==> src/rtl/multicycle_ctrl_fsm.sv <==
// Multicycle control unit for the TSC-style core: sequences IF/ID/EX/MEM/WB per
// instruction class, owns the IR, stalls on the memory handshake and traps HLT/illegal.
module multicycle_ctrl_fsm #(
    parameter int WORD_W  = 16,
    parameter int OP_W    = 4,
    parameter int FUNC_W  = 6,
    parameter int ALUOP_W = 4
) (
    input  logic               clk,
    input  logic               reset_n,
    input  logic [WORD_W-1:0]  mem_rdata,
    input  logic               mem_ready,
    input  logic               alu_cond,
    output logic [WORD_W-1:0]  inst,
    output logic               mem_read,
    output logic               mem_write,
    output logic               i_or_d,
    output logic               pc_write,
    output logic [1:0]         pc_src,
    output logic               reg_write,
    output logic [1:0]         reg_dst,
    output logic [1:0]         mem_to_reg,
    output logic               alu_src_a,
    output logic [1:0]         alu_src_b,
    output logic [ALUOP_W-1:0] alu_op,
    output logic               carry_in,
    output logic               wwd,
    output logic               retire,
    output logic               halted,
    output logic               illegal
);

    typedef enum logic [2:0] {
        S_IF,
        S_ID,
        S_EX,
        S_MEM,
        S_WB,
        S_HALT
    } state_t;

    localparam logic [OP_W-1:0] OP_BR_LAST = OP_W'(3);
    localparam logic [OP_W-1:0] OP_ADI     = OP_W'(4);
    localparam logic [OP_W-1:0] OP_ORI     = OP_W'(5);
    localparam logic [OP_W-1:0] OP_LHI     = OP_W'(6);
    localparam logic [OP_W-1:0] OP_LWD     = OP_W'(7);
    localparam logic [OP_W-1:0] OP_SWD     = OP_W'(8);
    localparam logic [OP_W-1:0] OP_JMP     = OP_W'(9);
    localparam logic [OP_W-1:0] OP_JAL     = OP_W'(10);
    localparam logic [OP_W-1:0] OP_RTYPE   = OP_W'(15);

    localparam logic [FUNC_W-1:0] FN_TCP = FUNC_W'(5);
    localparam logic [FUNC_W-1:0] FN_SHR = FUNC_W'(7);
    localparam logic [FUNC_W-1:0] FN_JPR = FUNC_W'(25);
    localparam logic [FUNC_W-1:0] FN_JRL = FUNC_W'(26);
    localparam logic [FUNC_W-1:0] FN_WWD = FUNC_W'(28);
    localparam logic [FUNC_W-1:0] FN_HLT = FUNC_W'(29);

    localparam logic [ALUOP_W-1:0] ALU_ADD = ALUOP_W'(0);
    localparam logic [ALUOP_W-1:0] ALU_SUB = ALUOP_W'(1);
    localparam logic [ALUOP_W-1:0] ALU_AND = ALUOP_W'(2);
    localparam logic [ALUOP_W-1:0] ALU_OR  = ALUOP_W'(3);
    localparam logic [ALUOP_W-1:0] ALU_NOT = ALUOP_W'(4);
    localparam logic [ALUOP_W-1:0] ALU_ALS = ALUOP_W'(6);
    localparam logic [ALUOP_W-1:0] ALU_ARS = ALUOP_W'(7);
    localparam logic [ALUOP_W-1:0] ALU_LHI = ALUOP_W'(8);

    state_t              state_q, state_d;
    logic [WORD_W-1:0]   ir_q, ir_d;
    logic                illegal_q, illegal_d;

    logic [OP_W-1:0]     op;
    logic [FUNC_W-1:0]   func;
    logic                dec_br, dec_adi, dec_ori, dec_lhi, dec_lwd, dec_swd;
    logic                dec_jmp, dec_jal, dec_r, dec_ralu, dec_tcp;
    logic                dec_jpr, dec_jrl, dec_wwd, dec_hlt, dec_legal;
    logic [ALUOP_W-1:0]  ex_alu_op;

    // Instruction class decode from the IR; field positions follow the parameters.
    assign op        = ir_q[WORD_W-1 -: OP_W];
    assign func      = ir_q[FUNC_W-1:0];
    assign dec_br    = (op <= OP_BR_LAST);
    assign dec_adi   = (op == OP_ADI);
    assign dec_ori   = (op == OP_ORI);
    assign dec_lhi   = (op == OP_LHI);
    assign dec_lwd   = (op == OP_LWD);
    assign dec_swd   = (op == OP_SWD);
    assign dec_jmp   = (op == OP_JMP);
    assign dec_jal   = (op == OP_JAL);
    assign dec_r     = (op == OP_RTYPE);
    assign dec_ralu  = dec_r && (func <= FN_SHR);
    assign dec_tcp   = dec_r && (func == FN_TCP);
    assign dec_jpr   = dec_r && (func == FN_JPR);
    assign dec_jrl   = dec_r && (func == FN_JRL);
    assign dec_wwd   = dec_r && (func == FN_WWD);
    assign dec_hlt   = dec_r && (func == FN_HLT);
    assign dec_legal = dec_br | dec_adi | dec_ori | dec_lhi | dec_lwd | dec_swd |
                       dec_jmp | dec_jal | dec_ralu | dec_jpr | dec_jrl |
                       dec_wwd | dec_hlt;

    assign inst    = ir_q;
    assign illegal = illegal_q;

    always_comb begin
        ex_alu_op = ALU_ADD;
        if (dec_br) begin
            ex_alu_op = ALU_SUB;
        end else if (dec_ralu) begin
            // TCP shares NOT; the +1 comes from carry_in.
            case (func[2:0])
                3'd0:    ex_alu_op = ALU_ADD;
                3'd1:    ex_alu_op = ALU_SUB;
                3'd2:    ex_alu_op = ALU_AND;
                3'd3:    ex_alu_op = ALU_OR;
                3'd4:    ex_alu_op = ALU_NOT;
                3'd5:    ex_alu_op = ALU_NOT;
                3'd6:    ex_alu_op = ALU_ALS;
                default: ex_alu_op = ALU_ARS;
            endcase
        end else if (dec_ori) begin
            ex_alu_op = ALU_OR;
        end else if (dec_lhi) begin
            ex_alu_op = ALU_LHI;
        end
    end

    always_ff @(posedge clk or negedge reset_n) begin
        if (!reset_n) begin
            state_q   <= S_IF;
            ir_q      <= '0;
            illegal_q <= 1'b0;
        end else begin
            state_q   <= state_d;
            ir_q      <= ir_d;
            illegal_q <= illegal_d;
        end
    end

    always_comb begin
        state_d    = state_q;
        ir_d       = ir_q;
        illegal_d  = illegal_q;
        mem_read   = 1'b0;
        mem_write  = 1'b0;
        i_or_d     = 1'b0;
        pc_write   = 1'b0;
        pc_src     = 2'd0;
        reg_write  = 1'b0;
        reg_dst    = 2'd0;
        mem_to_reg = 2'd0;
        alu_src_a  = 1'b0;
        alu_src_b  = 2'd0;
        alu_op     = ALU_ADD;
        carry_in   = 1'b0;
        wwd        = 1'b0;
        retire     = 1'b0;
        halted     = 1'b0;

        case (state_q)
            S_IF: begin
                mem_read = 1'b1;
                // Reset holds this state, so keep the PC quiet until reset_n is released.
                if (mem_ready && reset_n) begin
                    ir_d     = mem_rdata;
                    pc_write = 1'b1;
                    state_d  = S_ID;
                end
            end
            S_ID: begin
                alu_src_b = 2'd2;
                if (!dec_legal) begin
                    illegal_d = 1'b1;
                    state_d   = S_HALT;
                end else if (dec_jmp || dec_jal || dec_jpr || dec_jrl) begin
                    pc_write = 1'b1;
                    pc_src   = (dec_jmp || dec_jal) ? 2'd2 : 2'd3;
                    retire   = 1'b1;
                    state_d  = S_IF;
                    if (dec_jal || dec_jrl) begin
                        reg_write  = 1'b1;
                        reg_dst    = 2'd2;
                        mem_to_reg = 2'd2;
                    end
                end else if (dec_hlt) begin
                    retire  = 1'b1;
                    state_d = S_HALT;
                end else if (dec_wwd) begin
                    wwd     = 1'b1;
                    retire  = 1'b1;
                    state_d = S_IF;
                end else begin
                    state_d = S_EX;
                end
            end
            S_EX: begin
                alu_src_a = 1'b1;
                alu_op    = ex_alu_op;
                carry_in  = dec_tcp;
                if (dec_adi || dec_lwd || dec_swd) begin
                    alu_src_b = 2'd2;
                end else if (dec_ori || dec_lhi) begin
                    alu_src_b = 2'd3;
                end
                if (dec_br) begin
                    pc_src   = 2'd1;
                    pc_write = alu_cond;
                    retire   = 1'b1;
                    state_d  = S_IF;
                end else if (dec_lwd || dec_swd) begin
                    state_d = S_MEM;
                end else begin
                    state_d = S_WB;
                end
            end
            S_MEM: begin
                i_or_d    = 1'b1;
                mem_read  = dec_lwd;
                mem_write = dec_swd;
                if (mem_ready) begin
                    if (dec_swd) begin
                        retire  = 1'b1;
                        state_d = S_IF;
                    end else begin
                        state_d = S_WB;
                    end
                end
            end
            S_WB: begin
                reg_write  = 1'b1;
                reg_dst    = dec_r ? 2'd1 : 2'd0;
                mem_to_reg = dec_lwd ? 2'd1 : 2'd0;
                retire     = 1'b1;
                state_d    = S_IF;
            end
            S_HALT: begin
                halted = 1'b1;
            end
            default: begin
                state_d = S_IF;
            end
        endcase
    end

endmodule

==> config.mk <==
export PLATFORM = sky130hd
export DESIGN_NAME = multicycle_ctrl_fsm
export DESIGN_NICKNAME = d
export VERILOG_FILES = /design/src/rtl/multicycle_ctrl_fsm.sv
export SDC_FILE = /design/constraint.sdc
export NUM_CORES = 1
export LEC_CHECK = 0
export ABC_AREA = 1
export CORE_ASPECT_RATIO = 1.2
export CORE_MARGIN = 2
export CORE_UTILIZATION = 44
export CTS_CLUSTER_SIZE = 14
export DETAILED_ROUTE_END_ITERATION = 7
export HOLD_SLACK_MARGIN = 0.05
export PLACE_DENSITY = 0.85
export SLEW_MARGIN = 0
export SYNTH_ARGS = -nofsm -noshare
export SYNTH_HDL_FRONTEND = slang
export SYNTH_SLANG_ARGS = --single-unit
==> constraint.sdc <==
create_clock -name clk -period 3.4 [get_ports clk]
set_clock_uncertainty 0.2 [all_clocks]
set_input_delay 0.34 -clock clk [delete_from_list [all_inputs] [get_ports clk]]
set_output_delay 0.34 -clock clk [all_outputs]
set_load 0.01 [all_outputs]
==> run_results.csv, run 1 <==
group,metric,value,unit
status,status,"completed",
routing,dr_wl_met3,121,um
setup_path,worstSetupPathType,"reg2out",
cells_and_area,stdcell_count,267,
grt,grt_pass1_vias,1276,
clocking,post-cts-setup-buffers,0,
routing,drt-total-wl,3290,um
power,seqPwrFrac,28.9,%
power,intPower,0.871,mW
setup_path,path_max_fanout,10,
die,rows,21,
logic_synthesis,synth.most_common_cell,"nand2_1",
routing,avgViaCountPerCell,4.92,
logic_synthesis,synth_area,0.00128,mm2
cells_and_area,multi_input_area,652,um2
die,initial_utilization,46.0,%
grt,grt_antenna_before_repair,0,
routing,firstDrtPassIters,4,
grt,overflow,0,
setup_path,crit_slowest_cell,"clkdlybuf4s50_1",
clocking,cts_sinks,20,
cells_and_area,seqCellArea,500,um2
sta,fmax,378,MHz
sta,setup_tns,0,ns
power,leakage,0.876,nW
die,core_area,0.00279,mm2
die,fp.dieH,63.1,um
logic_synthesis,synth_common_cells,"nand2_1, nor2_1, dfrtp_1",
cells_and_area,fin_nets,254,
logic_synthesis,synth_area_leaders,"dfrtp_1, nand2_1, nor2_1, a21oi_2, mux2_1",
sta,rsz0062_at_grt,"no",
place,gp_congestion,0.821,
sta,post-route-period-util,77.8,%
power,cellPowerDensity,784,mW/mm2
sta,setup_viol,0,
sta,slew_headroom,74.2,%
cells_and_area,design_area,0.00194,mm2
sta,drv_slew,0,
clocking,htreeDepth,1,
setup_path,crit_path_start_kind,"register",
logic_synthesis,synth.distinct_cells,22,
routing,wl_per_cell,12.3,um
setup_path,required,2.86,ns
logic_synthesis,yosysSeqAreaShare,39.1,%
place,io_buffers,58,
grt,grt_max_degree,28,
grt,grt_pass1_wl,5520,um
logic_synthesis,yosys.area.top_type,"dfrtp_1",
die,die_x,53.2,um
clocking,cts_buffers,3,
power,peakVddDrop,0.608,mV
flow_run,drv_cap,0,
cells_and_area,final.fill_count,258,
logic_synthesis,syn-mean-instance-area,7.40,um2
clocking,clk_path_buf_depth,2,
cells_and_area,final_util,69.7,%
logic_synthesis,synth_ff_type,"dfrtp_1",
clocking,cts_tree,"built",
routing,routed-wl-met2,1740,um
setup_path,endpoint_kind,"output pin",
logic_synthesis,async_flop_share,100,%
routing,dr.first_iter.drc_count,41,
sta,hold_slack,0.236,ns
place,placed_area,0.00189,mm2
clocking,clkTransAtPathRegs,0.12,ns
clocking,insertion_delay,0.31,ns
place,place_ws,0.885,ns
setup_path,crit_arrival,2.11,ns
power,switching_share,42.8,%
cells_and_area,layout-drive-gt1-share,17.2,%
cells_and_area,synthToLayoutAreaGrowth,51.6,%
clocking,ctsHoldBuffers,0,
logic_synthesis,yosysTopAreaCellShare,39.1,%
power,p_clk_share,13.0,%
clocking,cts-resized-gates,0,
sta,setup_slack,0.753,ns
routing,top_layer_used,"met4",
sta,layout_min_cycle_time,2.65,ns
logic_synthesis,yosys_warnings,0,
setup_path,worst_path_largest_cell_delay,0.60,ns
power,switchingPower,0.651,mW
logic_synthesis,synth_edf_count,0,
place,place_inst,263,
power,p_total,1.52,mW
sta,tightest_slew,0.385,ns
grt,grtUsageTotal,21.6,%
place,dp_hpwl,2660,um
routing,wl_met1,1340,um
cells_and_area,num_antenna_cells,0,
clocking,root_buffer,"clkbuf_4",
routing,vias,1314,
min_path,hold_class,"in2async",
logic_synthesis,postSynthCellCount,173,
die,dieArea,0.00336,mm2
die,io_pins,59,
routing,drc,0,
sta,final-hold-violation-count,0,
routing,postRouteAntennaNets,0,
logic_synthesis,ys_ff_latch,20,
power,power_frac_comb,58.1,%
setup_path,crit_chain,"inv_1 > nand3_2 > nor4_1 > clkdlybuf4s50_1",
logic_synthesis,synth_fp_nets,193,
[worst paths after layout]
| check | startpoint | end | slack [ns] | depth (start not counted) |
|---|---|---|---|---|
| max in group asynchronous | reset_n | inst[0]$_DFFE_PN0P_ | 2.56 | 2 |
| max | state_q[2]$_DFFE_PN0P_ | carry_in | 0.75 | 4 |
| min reg2reg | illegal$_DFFE_PN0P_ | illegal$_DFFE_PN0P_ | 0.30 | 1 |
| max reg2reg | state_q[1]$_DFFE_PN0P_ | inst[11]$_DFFE_PN0P_ | 1.66 | 5 |
| min in group clk | illegal$_DFFE_PN0P_ | illegal$_DFFE_PN0P_ | 0.30 | 1 |
| min | reset_n | inst[2]$_DFFE_PN0P_ | 0.24 | 2 |
[layout by cell type, fill, tap and decap left out]
cell type / n
a31oi_1: 2
mux2_1: 6
a21oi_1: 4
inv_2: 12
nand3_2: 3
nand2_2: 4
nor3_1: 3
nand3_1: 10
bufinv_16: 1
nor2_2: 4
o21ai_0: 2
nor2_1: 27
nand4_1: 3
dfrtp_1: 20
clkbuf_4: 3
nor3_2: 1
buf_4: 1
nor4_1: 1
o21ai_1: 3
nand2_4: 1
inv_1: 16
nand2_1: 37
a21oi_2: 10
clkdlybuf4s50_1: 58
o21bai_1: 1
[sequential cells by signal, summed over array words and instances (netlist names)]
register / cells
state_q: 3
illegal: 1
inst: 16
[per-layer routing]
metal / global-route usage, % / up-vias
met2: 37.3 / 37
met3: 0.948 / 8
met5: 0 / -
met1: 26.2 / 591
met4: 11.2 / 0
li1: - / 678
[power groups by stage]
stage | Combinational, mW | Sequential, mW | Clock (mW)
after floorplan | 0.461 | 0.478 | 0
after global placement | 0.865 | 0.440 | 0
after detailed placement | 0.885 | 0.445 | 0
after CTS | 0.891 | 0.440 | 0.202
after global routing | 0.973 | 0.456 | 0.208
final | 0.884 | 0.439 | 0.198
[area by class of cell]
| type | count | area share (%) |
|---|---|---|
| Clock buffer | 3 | 1.16 |
| Tap cell | 34 | 2.19 |
| Timing Repair Buffer | 59 | 30.3 |
| Multi-Input combinational cell | 122 | 33.6 |
| Sequential cell | 20 | 25.8 |
| Clock inverter | 1 | 1.55 |
| Inverter | 28 | 5.42 |
[critical path, delay by kind of cell, from the launching register on]
family | cells | cell delay [ns]
buf+inv | 2 | 0.74
flops | 1 | 0.44
simple gates | 2 | 0.61
[cell families after synthesis]
logic type | Yosys count | synth area share [%]
flops | 20 | 39.1
mux | 6 | 5.28
simple gates | 94 | 33.7
buf+inv | 31 | 9.97
compound gates | 22 | 11.9
Power figures use the tool's default switching activity.
==> inputs of run 2 (changes only) <==
- CORE_UTILIZATION: 44 -> 41
- PLACE_DENSITY: 0.85 -> 0.8
- clock period: 3.4 -> 2.6 ns (I/O delays scaled with it)
==> run_results.csv, run 2 (synthesis gave the netlist of run 1 again) <==
group,metric,value,unit
sta,setup_tns,0,ns
grt,grtUsageTotal,21.0,%
setup_path,worstSetupPathType,"reg2out",
clocking,cts-resized-gates,0,
grt,overflow,0,
sta,tightest_slew,0.396,ns
setup_path,r2r_end,"inst[9]$_DFFE_PN0P_",
clocking,htreeDepth,1,
die,die_x,55.0,um
place,io_buffers,58,
routing,firstDrtPassIters,4,
power,leakage,0.870,nW
routing,vias,1336,
cells_and_area,layout_common_cells,"clkdlybuf4s50_1, nand2_1, nor2_1",
power,cellPowerDensity,998,mW/mm2
grt,grt_pass1_wl,5540,um
sta,drv_slew,0,
power,intPower,1.08,mW
routing,drt-total-wl,3390,um
cells_and_area,fin_nets,255,
power,peakVddDrop,0.519,mV
setup_path,r2r-start,"state_q[1]$_DFFE_PN0P_",
setup_path,crit_path_start_kind,"register",
die,dieArea,0.00359,mm2
grt,grt_antenna_before_repair,0,
clocking,post-cts-setup-buffers,0,
routing,postRouteAntennaNets,0,
clocking,clk_path_buf_depth,2,
grt,grt_max_degree,27,
setup_path,path_max_fanout,4,
die,rows,22,
sta,slew_headroom,73.4,%
routing,dr.first_iter.drc_count,39,
die,io_pins,59,
min_path,hold_class,"in2async",
power,p_total,1.96,mW
setup_path,worst_path_largest_cell_delay,0.58,ns
routing,avgViaCountPerCell,4.95,
sta,fmax,403,MHz
setup_path,startpoint,"inst[14]$_DFFE_PN0P_",
grt,grt_pass1_vias,1239,
cells_and_area,largest_reg_flops,16,
clocking,insertion_delay,0.31,ns
cells_and_area,layout-drive-gt1-share,19.2,%
cells_and_area,synthToLayoutAreaGrowth,53.0,%
place,dp_hpwl,2710,um
die,fp.dieH,65.2,um
setup_path,crit_buf_inv,3,
clocking,clkTransAtPathRegs,0.12,ns
setup_path,crit_slowest_cell,"clkdlybuf4s50_1",
power,seqPwrFrac,29.8,%
setup_path,crit_top_cell,"inv_2",
routing,drc,0,
clocking,root_buffer,"clkbuf_4",
setup_path,required,2.14,ns
cells_and_area,num_antenna_cells,0,
setup_path,ff2ff_path_depth,6,
setup_path,crit_arrival,2.02,ns
power,power_frac_comb,60.7,%
cells_and_area,final_common_cell,"clkdlybuf4s50_1",
clocking,cts_tree,"built",
clocking,ctsHoldBuffers,0,
sta,final-hold-violation-count,0,
die,core_area,0.00303,mm2
place,gp_congestion,0.900,
setup_path,critPathTopFamily,"buffers and inverters",
setup_path,endpoint_kind,"output pin",
status,status,"completed",
die,initial_utilization,42.3,%
clocking,cts_sinks,20,
clocking,cts_buffers,3,
sta,post-route-period-util,95.5,%
flow_run,drv_cap,0,
routing,wl_per_cell,12.6,um
sta,setup_viol,0,
setup_path,crit_chain,"nand2_1 > inv_2 > nand2_2 > nor2_2 > inv_2 > nor4_1 > clkdlybuf4s50_1",
power,switching_share,44.5,%
power,switchingPower,0.870,mW
sta,layout_min_cycle_time,2.48,ns
setup_path,rrSetupSlack,0.75,ns
power,p_clk_share,9.5,%
## run 2: power by group through the flow
stage | clock [mW] | combinational, mW | sequential [mW]
finish | 0.185 | 1.19 | 0.583
global route | 0.207 | 1.31 | 0.608
detailed placement | 0 | 1.16 | 0.583
global placement | 0 | 1.15 | 0.576
floorplan | 0 | 0.603 | 0.625
CTS | 0.191 | 1.17 | 0.577
## run 2: worst max-delay path by stage
stage,to,cells after the start
3_3_place_gp,pc_src[0],9
6_report,carry_in,7
3_5_place_dp,pc_src[0],9
5_1_grt,pc_src[0],9
2_1_floorplan,reg_dst[1],7
4_1_cts,pc_src[0],9
## run 2: per-stage QoR
stage | hold slack, ns | setup slack (ns) | util (%) | instances | cell area (um2)
after floorplan | -0.236 | 0.834 | - | 173 | 1280
after global placement | 0.262 | 0.431 | 62.7 | 266 | 1900
after detailed placement | 0.278 | 0.420 | 62.7 | 266 | 1900
after CTS | 0.185 | 0.0661 | 63.9 | 270 | 1930
after global routing | 0.198 | -0.00587 | 64.7 | 270 | 1960
final | 0.182 | 0.116 | 64.7 | 270 | 1960
## run 2: cell type report
cell class,count,area [um2]
clock buffer,4,36.3
fill,298,1070
inverter,28,105
multi-input combinational,122,673
sequential,20,503
tap,36,45.0
timing repair buffer,60,596
## run 2: layer usage
layer / part of all wire (%) / track usage, %
met5: 0 / 0
met3: 4.9 / 1.82
met1: 43 / 27.5
met2: 50 / 34.5
met4: 2.5 / 8.84
## run 2: worst register-to-register path, cell delays in order, from the launching register on
cell	delay (ns)
dfrtp_1	0.52
nor2_1	0.10
nand2_1	0.12
inv_2	0.07
nand2_4	0.05
buf_4	0.31
mux2_1	0.36
==> edit (flow settings as in run 2) <==
Encoding of `state_t`: now one-hot (6 bits for 6 states).
--- a/src/rtl/multicycle_ctrl_fsm.sv
+++ b/src/rtl/multicycle_ctrl_fsm.sv
@@ -32,9 +32,9 @@
 
-    typedef enum logic [2:0] {
-        S_IF,
-        S_ID,
-        S_EX,
-        S_MEM,
-        S_WB,
-        S_HALT
+    typedef enum logic [5:0] {
+        S_IF   = 6'b000001,
+        S_ID   = 6'b000010,
+        S_EX   = 6'b000100,
+        S_MEM  = 6'b001000,
+        S_WB   = 6'b010000,
+        S_HALT = 6'b100000
     } state_t;
Function: no difference found for any inputs over 10 cycles, from zero or initial values and one cycle with reset_n low; not proved beyond that.
==> edit against run 2 <==
  * Total power up 8.8%
  * Final area up 12%
  * Routed wire length up 13%
  * Non-clock buffer count up 3
  * Clock power up 19%
  * Synthesized cell count up 16%
  * Sequential cell count up 3
  * Combinational power up 3%
  * Final cell count up 12%
  * Sequential power up 16%
  * Worst setup slack worse by 3.4 ps
  * Synthesized area up 14%
  * Die area up 13%
  * Register-to-register slack worse by 30 ps
==> edit: results (changes against run 2) <==
WHS 198 ps (+15.4 ps); Synth cell types 27 (+23%); CP max stage delay 560 ps (-20 ps); via-per-instance ratio 5.01 (+1.3%); nets 286 (+12%); Post-synth ARST share 100% (unchanged); first-pass GRT wire length 6.32 mm (+14%); maximum VDD drop 0.529 mV (+1.9%); share of cells above drive strength 1 15.5% (-3.8 points); Clock Tree Buf Depth 2 (unchanged); synth top area cells dfrtp_1 38%, nand2_1 17%, inv_1 7.2%; initial antenna violation count 0 (unchanged); crit path max fanout 3 (-1); Pins Over Slew Limit 0 (unchanged); CP arrival 2030 ps; status completed; Post-Syn Nets 221 (+15%); Ant. Diodes 0 (unchanged); largest net degree at the start of global routing 28 (+3.7%); DR pass1 iterations 4 (unchanged); Yosys warnings 0 (unchanged); fillers 296 (-0.67%); cell count after placement 295 (+11%); DP HPWL 2.97 mm (+9.7%); WL final 3.83 mm (+13%); reg-to-reg setup timing slack 720 ps (-30 ps); Root Driver clkbuf_8; EDFF count, synth 0 (unchanged); PortBufs 58 (unchanged); Max-Slew Margin vs Limit 80.0% (+6.6 points); r2r startpoint state_q[5]; sequential share of the synthesized area 39.4% (+0.30 points); worst skew pair latency 260 ps (-50 ps); vias after detailed routing 1514 (+13%); LEAKAGE 1.07 nW (+22%); Placement Cell Area 0.00208 mm² (+9.4%); reg2reg path depth 8 (+2); post-synthesis cell count 201 (+16%); hold crit path type in -> async; GRT Overall Usage 19.4% (-1.6 points); worst reg2reg endpoint inst[6]; DRT iter0 DRCs 79 (+100%); max reg flops 16 (unchanged); critical path's slowest cell clkdlybuf4s50_1; Synth top cells by count 66 x nand2_1, 28 x inv_1, 22 x dfrtp_1; H-tree depth 1 (unchanged); Inserted Clock Buffers 3 (unchanged); Clock transition at path regs 80 ps (-40 ps); Placer Congestion 0.845 (-6.1%); Crit path max-delay family buffers and inverters; ys flop type dfrtp_1
## edit: layout make-up
cell class                      count  area, µm²  share of cell area [%]
Clock buffer                        3       41.3                    1.88
Clock inverter                      1       5.00                   0.228
Inverter                           34        128                    5.82
Multi-Input combinational cell    141        761                    34.7
Sequential cell                    23        581                    26.5
Tap cell                           37       46.3                    2.11
Timing Repair Buffer               63        631                    28.8
## edit: how the worst max path moves through the flow
stage,from,end,slack (ps)
after CTS,state_q[1],reg_dst[0],10
after floorplan,inst[12],reg_dst[1],720
after global placement,state_q[1],reg_write,340
after global routing,state_q[1],mem_to_reg[0],-20
final,inst[5],reg_write,110
after detailed placement,state_q[1],reg_dst[0],320
## edit: worst register-to-register path: cells and delay by family, from the launching register on
| family | cells | cell delay [ps] |
|---|---|---|
| buffers and inverters | 3 | 560 |
| flip-flops | 1 | 430 |
| AND/OR/NAND/NOR | 5 | 600 |
## edit: repair_timing
item                       4_1_cts  5_1_grt
hold endpoints to repair         0        0
resized for setup                0       14
buffers inserted                 0        3
setup endpoints to repair        0       13
hold buffers                     0        0
## edit: cells by family after synthesis
group / after synthesis / synth area share, %
DFF: 23 / 39.4
buffers and inverters: 37 / 10.8
AOI/OAI and AO/OA: 24 / 8.80
and+or+nand+nor: 117 / 41.0
## edit: stage by stage
stage	setup TNS (ps)	total power, mW	setup WS, ps
floorplan	0	1.36	716
global placement	0	1.83	338
detailed placement	0	1.85	319
CTS	0	2.08	14.5
global route	-39.0	2.31	-24.5
finish	0	2.13	112
## edit: where the power goes
part | internal [mW] | total (mW) | switching [mW]
combinational | 0.555 | 1.23 | 0.679
clock | 0.107 | 0.220 | 0.113
sequential | 0.520 | 0.674 | 0.154
## edit: per-layer routing
layer | track usage, % | vias to the layer above | wire (µm)
li1 | - | 758 | -
met1 | 24.8 | 687 | 1580
met2 | 32.6 | 63 | 1880
met3 | 3.17 | 6 | 306
met4 | 6.46 | 0 | 57
met5 | 0 | - | 0
